<file path="config.mk">
export PLATFORM = sky130hd
export DESIGN_NAME = waterfall_input
export DESIGN_NICKNAME = d
export VERILOG_FILES = /design/src/rtl/waterfall_pkg.sv /design/src/rtl/input_debounce.sv /design/src/rtl/waterfall_input.sv
export SDC_FILE = /design/constraint.sdc
export NUM_CORES = 1
export LEC_CHECK = 0
export ABC_AREA = 1
export CORE_ASPECT_RATIO = 1.25
export CORE_UTILIZATION = 43
export CTS_BUF_LIST = sky130_fd_sc_hd__clkbuf_4
export DETAILED_ROUTE_END_ITERATION = 10
export PLACE_DENSITY = 0.69
export SLEW_MARGIN = 20
export SYNTH_ARGS = -nofsm -noshare
export SYNTH_HDL_FRONTEND = slang
export SYNTH_SLANG_ARGS = --single-unit
</file>
<file path="constraint.sdc">
create_clock -name clk -period 3.3 [get_ports clk]
set_input_delay 0.66 -clock clk [delete_from_list [all_inputs] [get_ports clk]]
set_output_delay 0.66 -clock clk [all_outputs]
set_load 0.01 [all_outputs]
</file>
<file path="src/rtl/waterfall_pkg.sv">
// Shared types and constants for the waterfall LED front end: FSM state encoding
// and the 2-bit speed codes understood by the waterfall shifter.
package waterfall_pkg;

  localparam int FREQ_W = 2;

  localparam logic [FREQ_W-1:0] FREQ_1X  = 2'b00;
  localparam logic [FREQ_W-1:0] FREQ_2X  = 2'b01;
  localparam logic [FREQ_W-1:0] FREQ_5X  = 2'b10;
  localparam logic [FREQ_W-1:0] FREQ_10X = 2'b11;

  typedef enum logic [1:0] {
    IDLE   = 2'd0,
    RUN    = 2'd1,
    RELOAD = 2'd2,
    RESUME = 2'd3
  } wf_in_state_t;

endpackage

</file>
<file path="src/rtl/input_debounce.sv">
// 2-FF synchronizer followed by a counting debouncer; a WIDTH-bit vector is
// accepted only after CYCLES consecutive cycles of disagreeing with the stable value.
module input_debounce #(
  parameter int WIDTH  = 1,
  parameter int CYCLES = 2
) (
  input  logic             clk,
  input  logic             rst,
  input  logic [WIDTH-1:0] i_raw,
  output logic [WIDTH-1:0] o_stable
);

  localparam int CW = $clog2(CYCLES + 1);
  // The register holds mismatches already counted, so the CYCLES-th one is seen at CYCLES-1.
  localparam logic [CW-1:0] CNT_LAST = CW'(CYCLES - 1);

  logic [WIDTH-1:0] r_sync1;
  logic [WIDTH-1:0] r_sync2;
  logic [WIDTH-1:0] r_stable;
  logic [CW-1:0]    r_cnt;

  always_ff @(posedge clk or posedge rst) begin
    if (rst) begin
      r_sync1  <= '0;
      r_sync2  <= '0;
      r_stable <= '0;
      r_cnt    <= '0;
    end else begin
      r_sync1 <= i_raw;
      r_sync2 <= r_sync1;
      if (r_sync2 == r_stable) begin
        r_cnt <= '0;
      end else if (r_cnt >= CNT_LAST) begin
        r_stable <= r_sync2;
        r_cnt    <= '0;
      end else begin
        r_cnt <= r_cnt + CW'(1);
      end
    end
  end

  assign o_stable = r_stable;

endmodule

</file>
<file path="src/rtl/waterfall_input.sv">
// Button/switch front end for waterfall: debounces inputs, pulses start, sequences a
// soft reset on speed change. WATERFALL_INPUT_AUTO_RESUME_EN restarts the pattern afterwards.
module waterfall_input
  import waterfall_pkg::*;
#(
  parameter int DEBOUNCE_CYCLES = 2_000_000,
  parameter int RST_HOLD        = 4
) (
  input  logic              clk,
  input  logic              rst,
  input  logic              btn_start,
  input  logic [FREQ_W-1:0] sw_freq,
  output logic              start,
  output logic [FREQ_W-1:0] freq_set,
  output logic              soft_rst,
  output logic              running
);

  localparam int HW = $clog2(RST_HOLD + 1);
  localparam logic [HW-1:0] HOLD_LAST = HW'(RST_HOLD);

  logic              w_btn_stable;
  logic [FREQ_W-1:0] w_sw_stable;
  logic              r_btn_q;
  logic              w_press;
  logic              w_chg;

  wf_in_state_t      r_state, w_state_nxt;
  logic              r_start, w_start_nxt;
  logic [FREQ_W-1:0] r_freq_set, w_freq_nxt;
  logic              r_soft_rst, w_soft_rst_nxt;
  logic              r_running, w_running_nxt;
  logic [HW-1:0]     r_hold_cnt, w_hold_nxt;
`ifdef WATERFALL_INPUT_AUTO_RESUME_EN
  logic              r_was_run, w_was_run_nxt;
`endif

  input_debounce #(
    .WIDTH  (1),
    .CYCLES (DEBOUNCE_CYCLES)
  ) u_btn_db (
    .clk      (clk),
    .rst      (rst),
    .i_raw    (btn_start),
    .o_stable (w_btn_stable)
  );

  input_debounce #(
    .WIDTH  (FREQ_W),
    .CYCLES (DEBOUNCE_CYCLES)
  ) u_sw_db (
    .clk      (clk),
    .rst      (rst),
    .i_raw    (sw_freq),
    .o_stable (w_sw_stable)
  );

  always_ff @(posedge clk or posedge rst) begin
    if (rst) r_btn_q <= 1'b0;
    else     r_btn_q <= w_btn_stable;
  end

  assign w_press = w_btn_stable & ~r_btn_q;
  // Level compare against the applied code, so a change arriving mid-reload is still seen later.
  assign w_chg   = (w_sw_stable != r_freq_set);

  always_comb begin
    w_state_nxt    = r_state;
    w_start_nxt    = 1'b0;
    w_freq_nxt     = r_freq_set;
    w_soft_rst_nxt = r_soft_rst;
    w_running_nxt  = r_running;
    w_hold_nxt     = r_hold_cnt;
`ifdef WATERFALL_INPUT_AUTO_RESUME_EN
    w_was_run_nxt  = r_was_run;
`endif
    case (r_state)
      IDLE: begin
        if (w_chg) begin
          w_state_nxt    = RELOAD;
          w_freq_nxt     = w_sw_stable;
          w_soft_rst_nxt = 1'b1;
          w_running_nxt  = 1'b0;
          w_hold_nxt     = HW'(1);
`ifdef WATERFALL_INPUT_AUTO_RESUME_EN
          w_was_run_nxt  = 1'b0;
`endif
        end else if (w_press) begin
          w_state_nxt   = RUN;
          w_start_nxt   = 1'b1;
          w_running_nxt = 1'b1;
        end
      end
      RUN: begin
        if (w_chg) begin
          w_state_nxt    = RELOAD;
          w_freq_nxt     = w_sw_stable;
          w_soft_rst_nxt = 1'b1;
          w_running_nxt  = 1'b0;
          w_hold_nxt     = HW'(1);
`ifdef WATERFALL_INPUT_AUTO_RESUME_EN
          w_was_run_nxt  = 1'b1;
`endif
        end
      end
      RELOAD: begin
        if (r_hold_cnt >= HOLD_LAST) begin
          w_soft_rst_nxt = 1'b0;
          w_hold_nxt     = '0;
`ifdef WATERFALL_INPUT_AUTO_RESUME_EN
          w_state_nxt    = r_was_run ? RESUME : IDLE;
`else
          w_state_nxt    = IDLE;
`endif
        end else begin
          w_hold_nxt = r_hold_cnt + HW'(1);
        end
      end
`ifdef WATERFALL_INPUT_AUTO_RESUME_EN
      RESUME: begin
        w_state_nxt   = RUN;
        w_start_nxt   = 1'b1;
        w_running_nxt = 1'b1;
      end
`endif
      default: begin
        w_state_nxt = IDLE;
      end
    endcase
  end

  always_ff @(posedge clk or posedge rst) begin
    if (rst) begin
      r_state    <= IDLE;
      r_start    <= 1'b0;
      r_freq_set <= FREQ_1X;
      r_soft_rst <= 1'b0;
      r_running  <= 1'b0;
      r_hold_cnt <= '0;
`ifdef WATERFALL_INPUT_AUTO_RESUME_EN
      r_was_run  <= 1'b0;
`endif
    end else begin
      r_state    <= w_state_nxt;
      r_start    <= w_start_nxt;
      r_freq_set <= w_freq_nxt;
      r_soft_rst <= w_soft_rst_nxt;
      r_running  <= w_running_nxt;
      r_hold_cnt <= w_hold_nxt;
`ifdef WATERFALL_INPUT_AUTO_RESUME_EN
      r_was_run  <= w_was_run_nxt;
`endif
    end
  end

  assign start    = r_start;
  assign freq_set = r_freq_set;
  assign soft_rst = r_soft_rst;
  assign running  = r_running;

endmodule

</file>
==> metrics.cfg <==
[die]
floorplan.die_area_um2=8170
die-width_um=81.0
floorplan.initialDensity_pct=45.1
std_cell_rows=35
die_h_um=101
ioPinCount=10
fp.coreArea_um2=7440

[final_layout]
antenna-diode-count=0
multiInputGateArea_um2=1580
nNetsFinal=441
fillerInstances=753
layout.cells.non_filler=529
flow.area_growth_from_synthesis_pct=8.31
ff_latch_area_um2=1550
fraction_of_layout_cells_with_a_size_suffix_above_1_pct=12.1
design_area_um2=3640

[placement]
buffer_ports.inserted=9
hpwlAfterDp_mm=4.47
gp_congestion=0.855
placed_cells=513
place_ws_ns=1.32
detailed_place.area_um2=3530

[setup_path]
critical_path_data_arrival_time_ns=1.37
crit-reg2reg-launch=u_sw_db.r_cnt[9]$_DFF_PP0_
end_kind=output pin
worst-r2r-cell-count=7
setup.worst_path.start_class=register
crit_chain=clkdlybuf4s50_1
r2r_end=u_sw_db.r_cnt[0]$_DFF_PP0_
setup.worst_path.end=freq_set[1]
worst-endpoint-required_ns=2.64
critical_path_cell_count=1
timing.critical_path.fanout_max=3
worst_path_dominant_cell_family=buffers and inverters
startpoint=freq_set[1]$_DFFE_PP0P_
r2r_slack_ns=1.30
cp_slowest_stage_delay_ns=0.55
timing.setup.critical_path_class=reg2out
crit_slowest_cell=sky130_fd_sc_hd__clkdlybuf4s50_1
critical_path.n_buffers_inverters=1

[drt]
postRouteAntennaNets=0
detailedRoute.firstIterationViolations=133
routed_wirelength_mm=5.99
wl_per_cell_um=11.3
num_vias=2529
detail_routed_via_count_per_cell=4.78
drtPass1Iterations=4
drc=0

[grt]
grt_first_pass_wirelength_mm=10.7
grt_antenna_before_repair=0
grt_util_all_layers_pct=17.2
grt_max_degree=31
grt_overflow_total=0
grt_pass1_vias=2560

[sta]
worst-slew-pin-transition_ns=0.716
slew_headroom_pct=52.1
maxSlewViolCount=0
period_utilisation_layout_pct=61.4
maximum_achievable_frequency_mhz=494
final.setup_skew_ns=0.0209
finalSetupTns_ns=0
rsz0062_at_grt=false
post-route-min-period_ns=2.03
finalHoldWorstSlack_ns=0.342
setup-violations-final=0
setup_slack_ns=1.27
hold_viol_final=0

[synthesis]
synth_nets=424
synth_cell_types=26
cell_count_after_synthesis=415
syn-cell-area_um2=3360
synth-edff-count=0
synthArstFlopShare_pct=100
yosys_register_bits=62
syn_area_per_cell_um2=8.09
synth_ff_type=sky130_fd_sc_hd__dfrtp_1
seq_area_frac_synth_pct=46.2
synthesis_warning_total=0

[clocking]
cts_inserted_buffers=9
post_cts_resize_count=0
cts_tree=done
htree_num_levels=3
clk_pin_slew_ns=0.12
clock_latency_ns=0.41
tritoncts_num_sinks=62
cts_buffer_depth=2
cts-hold-fix-buffers=0
clockRootBuffer=sky130_fd_sc_hd__clkbuf_4
postCtsSetupBuffers=0

[outcome]
run_status=complete, no violations

[min_path]
worstHoldPathType=reg2reg
hold_path_stages=0

[power]
worst_ir_drop_vdd_uv=218
pwr_density_cell_nw_per_um2=364
static-leakage-power_nw=1.58

[job]
drv.max_cap_violation_count=0

[area by class of cell]
class                   count  area share (%)
clock buffers               9            1.86
clock inverters             7            1.14
inverters                  46            4.75
multi-input cells         302            43.5
flip-flops and latches     62            42.7
well taps                  92            3.17
repair buffers             11            2.89
[sequential cells by signal, indices dropped and copies added, names as in the netlist, 2 cells and up]
name,cells
freq_set,2
r_hold_cnt,3
r_state,2
u_btn_db.r_cnt,21
u_sw_db.o_stable,2
u_sw_db.r_cnt,21
u_sw_db.r_sync1,2
u_sw_db.r_sync2,2
[cells in the final DEF (no fill, tap or decap), drive strengths merged]
| cell | n |
|---|---|
| nand2 | 103 |
| nor2 | 100 |
| dfrtp | 62 |
| inv | 46 |
| nand3 | 23 |
| xor2 | 18 |
| xnor2 | 15 |
| nand4 | 11 |
| clkbuf | 9 |
| clkdlybuf4s50 | 9 |
| nor3 | 9 |
| o21ai | 7 |
| a21oi | 6 |
| clkinv | 5 |
| ha | 4 |
| o21bai | 3 |
| clkinvlp | 2 |
| buf | 2 |
| nor3b | 1 |
| nor4 | 1 |
| a31oi | 1 |
[per-stage QoR]
step / utilization [%] / total power [mW]
final: 48.8 / 1.33
after global routing: 48.8 / 1.39
after CTS: 48.8 / 1.34
after detailed placement: 47.4 / 0.905
after global placement: 47.4 / 0.901
after floorplan: - / 0.885
[cell families (layout without fill, tap and decap cells)]
logic type,count (synthesis),count (layout),share of synthesized area (%)
DFF,62,62,46.2
xor gates and xnor gates,33,33,8.61
buffers and inverters,51,73,6.63
adders and majority gates,4,4,1.49
AOI/OAI and AO/OA,17,17,2.80
and+or+nand+nor,248,248,34.3
[metal layers]
metal / wire length, µm / global-route usage, % / up-vias / share of wire (%)
met4: 198 / 9.89 / 0 / 3.3
met5: 0 / 0 / - / 0
met3: 165 / 3.98 / 17 / 2.8
li1: - / - / 1322 / -
met2: 2910 / 28.5 / 35 / 49
met1: 2720 / 20.1 / 1155 / 45
[synthesized netlist by cell type (2+ instances only)]
cell type | n | share of area [%]
sky130_fd_sc_hd__nor3_2 | 4 | 1.2
sky130_fd_sc_hd__nand4_2 | 2 | 0.75
sky130_fd_sc_hd__inv_1 | 43 | 4.8
sky130_fd_sc_hd__nor2_4 | 6 | 2.0
sky130_fd_sc_hd__nor2_1 | 81 | 9.1
sky130_fd_sc_hd__nand2_2 | 2 | 0.37
sky130_fd_sc_hd__nand3_2 | 6 | 1.8
sky130_fd_sc_hd__nand3_1 | 17 | 2.5
sky130_fd_sc_hd__xor2_1 | 18 | 4.7
sky130_fd_sc_hd__nor3_1 | 5 | 0.75
sky130_fd_sc_hd__xnor2_1 | 15 | 3.9
sky130_fd_sc_hd__buf_6 | 4 | 1.3
sky130_fd_sc_hd__a21oi_1 | 6 | 0.89
sky130_fd_sc_hd__inv_2 | 3 | 0.34
sky130_fd_sc_hd__ha_1 | 4 | 1.5
sky130_fd_sc_hd__nand4_1 | 9 | 1.7
sky130_fd_sc_hd__o21ai_1 | 3 | 0.45
sky130_fd_sc_hd__o21ai_0 | 4 | 0.60
sky130_fd_sc_hd__o21bai_1 | 3 | 0.67
sky130_fd_sc_hd__nor2_2 | 13 | 2.4
sky130_fd_sc_hd__nand2_1 | 101 | 11
sky130_fd_sc_hd__dfrtp_1 | 62 | 46
[worst min-delay path by stage]
stage                            startpoint                            to  slack (ns)
5_1_grt        u_sw_db.r_sync1[0]$_DFF_PP0_  u_sw_db.r_sync2[0]$_DFF_PP0_        0.37
3_3_place_gp     u_btn_db.r_sync1$_DFF_PP0_    u_btn_db.r_sync2$_DFF_PP0_        0.33
2_1_floorplan    u_btn_db.r_sync1$_DFF_PP0_    u_btn_db.r_sync2$_DFF_PP0_        0.33
4_1_cts        u_sw_db.r_sync1[0]$_DFF_PP0_  u_sw_db.r_sync2[0]$_DFF_PP0_        0.35
6_report       u_sw_db.r_sync1[0]$_DFF_PP0_  u_sw_db.r_sync2[0]$_DFF_PP0_        0.34
3_5_place_dp   u_sw_db.r_sync1[0]$_DFF_PP0_  u_sw_db.r_sync2[0]$_DFF_PP0_        0.34
[where the power goes]
group          switching, mW  internal (mW)  total [mW]
Combinational         0.0499         0.0305      0.0804
Clock                  0.290          0.148       0.438
Sequential            0.0236          0.783       0.807
Note: power is estimated with default switching activity, not from simulation.
